### src/rtl/kronos_arb_pkg.sv
// kronos_arb_pkg: shared types and constants for the Kronos unified-memory arbiter.
package kronos_arb_pkg;
   typedef enum logic [1:0] {OWN_NONE, OWN_INSTR, OWN_DATA} owner_e;
   localparam int unsigned STARVE_CNT_W = 4;
   typedef logic [31:0] addr_t;
   typedef logic [31:0] data_t;
   typedef logic [31:0] strb_t;
endpackage

### src/rtl/kronos_arb_starve_ctr.sv
// kronos_arb_starve_ctr: counts consecutive cycles a pending fetch loses to data, saturating at MaxStarve.
module kronos_arb_starve_ctr
   import kronos_arb_pkg::*;
#(
   parameter int unsigned MaxStarve = 4
) (
   input  logic clk_i,
   input  logic rst_i,
   input  logic instr_req_i,
   input  logic instr_gnt_i,
   input  logic data_gnt_i,
   output logic force_instr_o
);
   localparam logic [STARVE_CNT_W-1:0] Max = STARVE_CNT_W'(MaxStarve);
   logic [STARVE_CNT_W-1:0] cnt_q, cnt_d;
   always_comb begin
      cnt_d = (!instr_req_i || instr_gnt_i) ? '0 :
              (data_gnt_i && cnt_q != Max) ? cnt_q + 1'b1 : cnt_q;
   end
   always_ff @(posedge clk_i) begin
      if (rst_i) cnt_q <= '0;
      else cnt_q <= cnt_d;
   end
   assign force_instr_o = (cnt_q == Max);
endmodule

### src/rtl/kronos_mem_arbiter.sv
// kronos_mem_arbiter: data-priority arbiter sharing one SRAM between fetch and load/store ports.
// Optional grant/stall statistics counters enabled by KRONOS_MEM_ARB_STATS_EN.
module kronos_mem_arbiter
   import kronos_arb_pkg::*;
#(
   parameter int unsigned MaxStarve = 4,
   parameter int unsigned AddrWidth = 32,
   parameter int unsigned DataWidth = 32
) (
   input  logic                 clk_i,
   input  logic                 rst_i,
   input  logic                 instr_req_i,
   output logic                 instr_gnt_o,
   input  logic [AddrWidth-1:0] instr_addr_i,
   output logic                 instr_rvalid_o,
   output logic [DataWidth-1:0] instr_rdata_o,
   input  logic                 data_req_i,
   output logic                 data_gnt_o,
   input  logic [AddrWidth-1:0] data_addr_i,
   input  logic                 data_we_i,
   input  logic [DataWidth-1:0] data_wdata_i,
   input  logic [DataWidth-1:0] data_strb_i,
   output logic                 data_rvalid_o,
   output logic [DataWidth-1:0] data_rdata_o,
   output logic                 mem_req_o,
   output logic [AddrWidth-1:0] mem_addr_o,
   output logic                 mem_we_o,
   output logic [DataWidth-1:0] mem_wdata_o,
   output logic [DataWidth-1:0] mem_strb_o,
   input  logic [DataWidth-1:0] mem_rdata_i
`ifdef KRONOS_MEM_ARB_STATS_EN
   ,
   output logic [31:0]          stat_instr_grants_o,
   output logic [31:0]          stat_data_grants_o,
   output logic [31:0]          stat_instr_stalls_o
`endif
);
   owner_e owner_q, owner_d;
   logic force_instr;

   kronos_arb_starve_ctr #(.MaxStarve(MaxStarve)) u_starve (
      .clk_i        (clk_i),
      .rst_i        (rst_i),
      .instr_req_i  (instr_req_i),
      .instr_gnt_i  (instr_gnt_o),
      .data_gnt_i   (data_gnt_o),
      .force_instr_o(force_instr)
   );

   always_comb begin
      instr_gnt_o = !rst_i && instr_req_i && (!data_req_i || force_instr);
      data_gnt_o  = !rst_i && data_req_i && !(instr_req_i && force_instr);
      mem_req_o   = instr_gnt_o || data_gnt_o;
      mem_addr_o  = data_gnt_o ? data_addr_i : instr_gnt_o ? instr_addr_i : '0;
      mem_we_o    = data_gnt_o && data_we_i;
      mem_wdata_o = data_gnt_o ? data_wdata_i : '0;
      mem_strb_o  = data_gnt_o ? data_strb_i : '0;
   end

   always_ff @(posedge clk_i) begin
      if (rst_i) owner_q <= OWN_NONE;
      else owner_q <= owner_d;
   end

   always_comb begin
      owner_d = data_gnt_o ? OWN_DATA : instr_gnt_o ? OWN_INSTR : OWN_NONE;
   end

   // Gating on rst_i drops a response whose grant preceded the reset cycle.
   always_comb begin
      instr_rvalid_o = !rst_i && owner_q == OWN_INSTR;
      data_rvalid_o  = !rst_i && owner_q == OWN_DATA;
      instr_rdata_o  = instr_rvalid_o ? mem_rdata_i : '0;
      data_rdata_o   = data_rvalid_o ? mem_rdata_i : '0;
   end

`ifdef KRONOS_MEM_ARB_STATS_EN
   logic [31:0] ig_q, ig_d, dg_q, dg_d, st_q, st_d;
   always_comb begin
      ig_d = ig_q + 32'(instr_gnt_o);
      dg_d = dg_q + 32'(data_gnt_o);
      st_d = st_q + 32'(instr_req_i && !instr_gnt_o);
   end
   always_ff @(posedge clk_i) begin
      if (rst_i) begin
         ig_q <= '0;
         dg_q <= '0;
         st_q <= '0;
      end else begin
         ig_q <= ig_d;
         dg_q <= dg_d;
         st_q <= st_d;
      end
   end
   assign stat_instr_grants_o = ig_q;
   assign stat_data_grants_o  = dg_q;
   assign stat_instr_stalls_o = st_q;
`endif
endmodule

### config.mk
export PLATFORM = sky130hd
export DESIGN_NAME = kronos_mem_arbiter
export DESIGN_NICKNAME = d
export VERILOG_FILES = /design/src/rtl/kronos_arb_pkg.sv /design/src/rtl/kronos_arb_starve_ctr.sv /design/src/rtl/kronos_mem_arbiter.sv
export SDC_FILE = /design/constraint.sdc
export NUM_CORES = 1
export LEC_CHECK = 0
export CORE_AREA = 2 2 129 131
export CTS_CLUSTER_DIAMETER = 120
export DETAILED_ROUTE_END_ITERATION = 12
export DIE_AREA = 0 0 131 133
export GPL_TIMING_DRIVEN = 0
export HOLD_SLACK_MARGIN = 0.1
export PLACE_DENSITY = 0.58
export SLEW_MARGIN = 5
export SYNTH_ARGS = -nofsm -noshare
export SYNTH_HDL_FRONTEND = slang
export SYNTH_SLANG_ARGS = --single-unit
export TNS_END_PERCENT = 20
### constraint.sdc
create_clock -name clk_i -period 4.1 [get_ports clk_i]
set_clock_uncertainty 0.15 [all_clocks]
set_input_delay 0.615 -clock clk_i [delete_from_list [all_inputs] [get_ports clk_i]]
set_output_delay 0.615 -clock clk_i [all_outputs]
set_load 0.02 [all_outputs]
==> metrics.cfg <==
[sta]
setup_violations=0
finalSetupTns_ns=0
fin_ws_ns=0.351
period_share_pct=91.4
worst_pin_slew_ns=0.683
finalHoldViolations=0
rsz0062_at_grt=false
slew_headroom_pct=54.4
post-route-min-period_ns=3.75
holdWs_ns=0.321
slew_viol_final=0
max_freq_ghz=0.267

[synthesis]
syn_inst=212
synth-seq-cells=6
syn-cell-area_sq_um=1560
syn_nets=379
yosys_warnings=0
syn_avg_cell_area_sq_um=7.35
synth_top_area_share_pct=45.8
seq_area_frac_synth_pct=7.71
yosysUniqueCellTypes=20
synth_area_leaders=and2_1 46%, a22o_1 18%, and2_4 8.4%
yosysTopAreaCell=and2_1

[flow_run]
drv_cap=0

[grt]
antenna_found_initial=0
grt_pass1_vias=2856
grt_start_max_net_pins=11
track_usage_pct=11.2
grt_first_pass_wirelength_um=15400
overflow=0

[clock_tree]
max-clock-path-buffers=2
cts_max_level=1
cts_tree=built
clk_latency_ns=0.23
clk_pin_slew_ns=0.03
cts_setup_buffers=0
cts_hold_buffers=0
cts_root_buffer=clkbuf_16
ctsResizeCount=0
clock_sinks=6
cts_inserted_buffers=3

[critical_path]
r2r_slack_ns=2.77
startpoint_type=input pin
critPathCaptureType=output pin
critPathKind=input pin to output pin
cp_max_fo=10
crit_slowest_cell=clkdlybuf4s50_1
crit_arrival_ns=2.98
timing.rr.start=u_starve.cnt_q[0]
critical_path_buf_inv_count=3
crit_chain=clkdlybuf4s50_1 -> nor3b_1 -> clkbuf_1 -> and2_1 -> clkdlybuf4s50_1
critPathTopFamily=buffers and inverters
required_ns=3.34
cpMostUsedCell=clkdlybuf4s50_1
startpoint=rst_i
critPathMaxStageDelay_ns=0.63

[placement]
post-place-ws_ns=0.257
numPortBuffers=330
dp_hpwl_um=9560
place_congestion=0.824

[routing]
vias=2810
first_pass_iters=4
ant_nets=0
via_per_inst=3.67
drc=0
routed_wl_um=11000
drt_iter0_drc=53
wl_per_cell_um=14.3

[cells_and_area]
diodes=0
nFillCells=1649
syn2layout_area_growth_pct=235
nets=714
drive_gt1_share_pct=5.50

[power_and_ir_drop]
leakagePower_nw=1.97
vdd.ir_drop.worst_v=0.000114
powerDensity_nw_per_um2=128

[floorplan]
start_util_pct=9.63
pin_count=331
core-area_sq_um=16200
fp.dieW_um=131
die-height_um=133
rows=47
dieArea_sq_um=17400

[worst_hold_path]
hp-start=u_starve.cnt_q[0]
worstHoldPathType=flip-flop to flip-flop

[status]
outcome=complete, no violations

cells by family after synthesis:
logic type / Yosys count / synth area share [%]
AO/OA/AOI/OAI: 36 / 21.0
multiplexers: 1 / 0.643
adder cells (fa/ha/maj): 2 / 1.61
AND/OR/NAND/NOR: 141 / 59.2
XOR/XNOR: 1 / 0.562
flip-flops: 6 / 7.71
buffers and inverters: 25 / 9.24
final timing paths:
| check | end | cells past startpoint |
|---|---|---|
| setup / recovery | data_rdata_o[17] | 5 |
| hold / removal | u_starve.cnt_q[0] | 1 |
| setup reg to reg | u_starve.cnt_q[3] | 5 |
| hold reg to reg | u_starve.cnt_q[0] | 1 |
per-layer routing:
layer / global-route usage [%] / vias to the layer above / part of all wire (%)
li1: - / 1365 / -
met1: 11.8 / 1246 / 36
met2: 21.8 / 191 / 53
met3: 3.15 / 8 / 11
met4: 1.65 / 0 / 0.71
met5: 0 / - / 0
worst register-to-register path: cells and delay by family, from the launching register on:
kind / cells / cell delay [ns]
fa+ha+maj: 1 / 0.25
buf+inv: 1 / 0.06
flops: 1 / 0.37
simple gates: 2 / 0.33
mux: 1 / 0.08
where the power goes:
part | switching (mW) | leakage (nW) | internal [mW] | total (mW)
Combinational | 0.172 | 1.89 | 0.278 | 0.450
Clock | 0.0322 | 0.0370 | 0.125 | 0.157
Sequential | 0.000952 | 0.0489 | 0.0602 | 0.0612
Total | 0.205 | 1.97 | 0.463 | 0.669
per-stage QoR:
step / power (mW) / instance area, sq um / std cells / utilization (%)
floorplan: 0.219 / 1560 / 212 / -
global placement: 0.511 / 5140 / 762 / 31.8
detailed placement: 0.513 / 5140 / 762 / 31.8
CTS: 0.674 / 5210 / 765 / 32.2
global route: 0.699 / 5210 / 765 / 32.2
finish: 0.669 / 5210 / 765 / 32.2
cells in the mapped netlist (all sizes together):
cell,instances
nand3,1
and2,129
clkbuf,10
nor4b,1
mux2i,1
xnor2,1
inv,5
nor2,6
nand4,1
ha,2
buf,10
nor3b,2
a211oi,2
a22o,32
nand3b,1
dfxtp,6
o211a,2
layout make-up:
type	instances	area, sq um	area share, %
repair buffers	330	3300	63.4
multi-input cells	181	1290	24.8
well taps	220	275	5.28
plain buffers	20	125	2.40
flip-flops and latches	6	120	2.30
clock buffers	3	75.1	1.44
inverters	5	18.8	0.360
layout by cell type, fill, tap and decap left out, drive strengths merged:
cell type,n
clkdlybuf4s50,330
and2,129
a22o,32
clkbuf,13
buf,10
nor2,6
dfxtp,6
inv,5
nor3b,2
o211a,2
ha,2
a211oi,2
nand3b,1
nand4,1
xnor2,1
nand3,1
mux2i,1
nor4b,1
sequential cells by signal, indices dropped and copies added, names as in the netlist:
register and flops:
u_starve.cnt_q 4, owner_q 2
No activity file was read; power rests on OpenSTA's default activity.
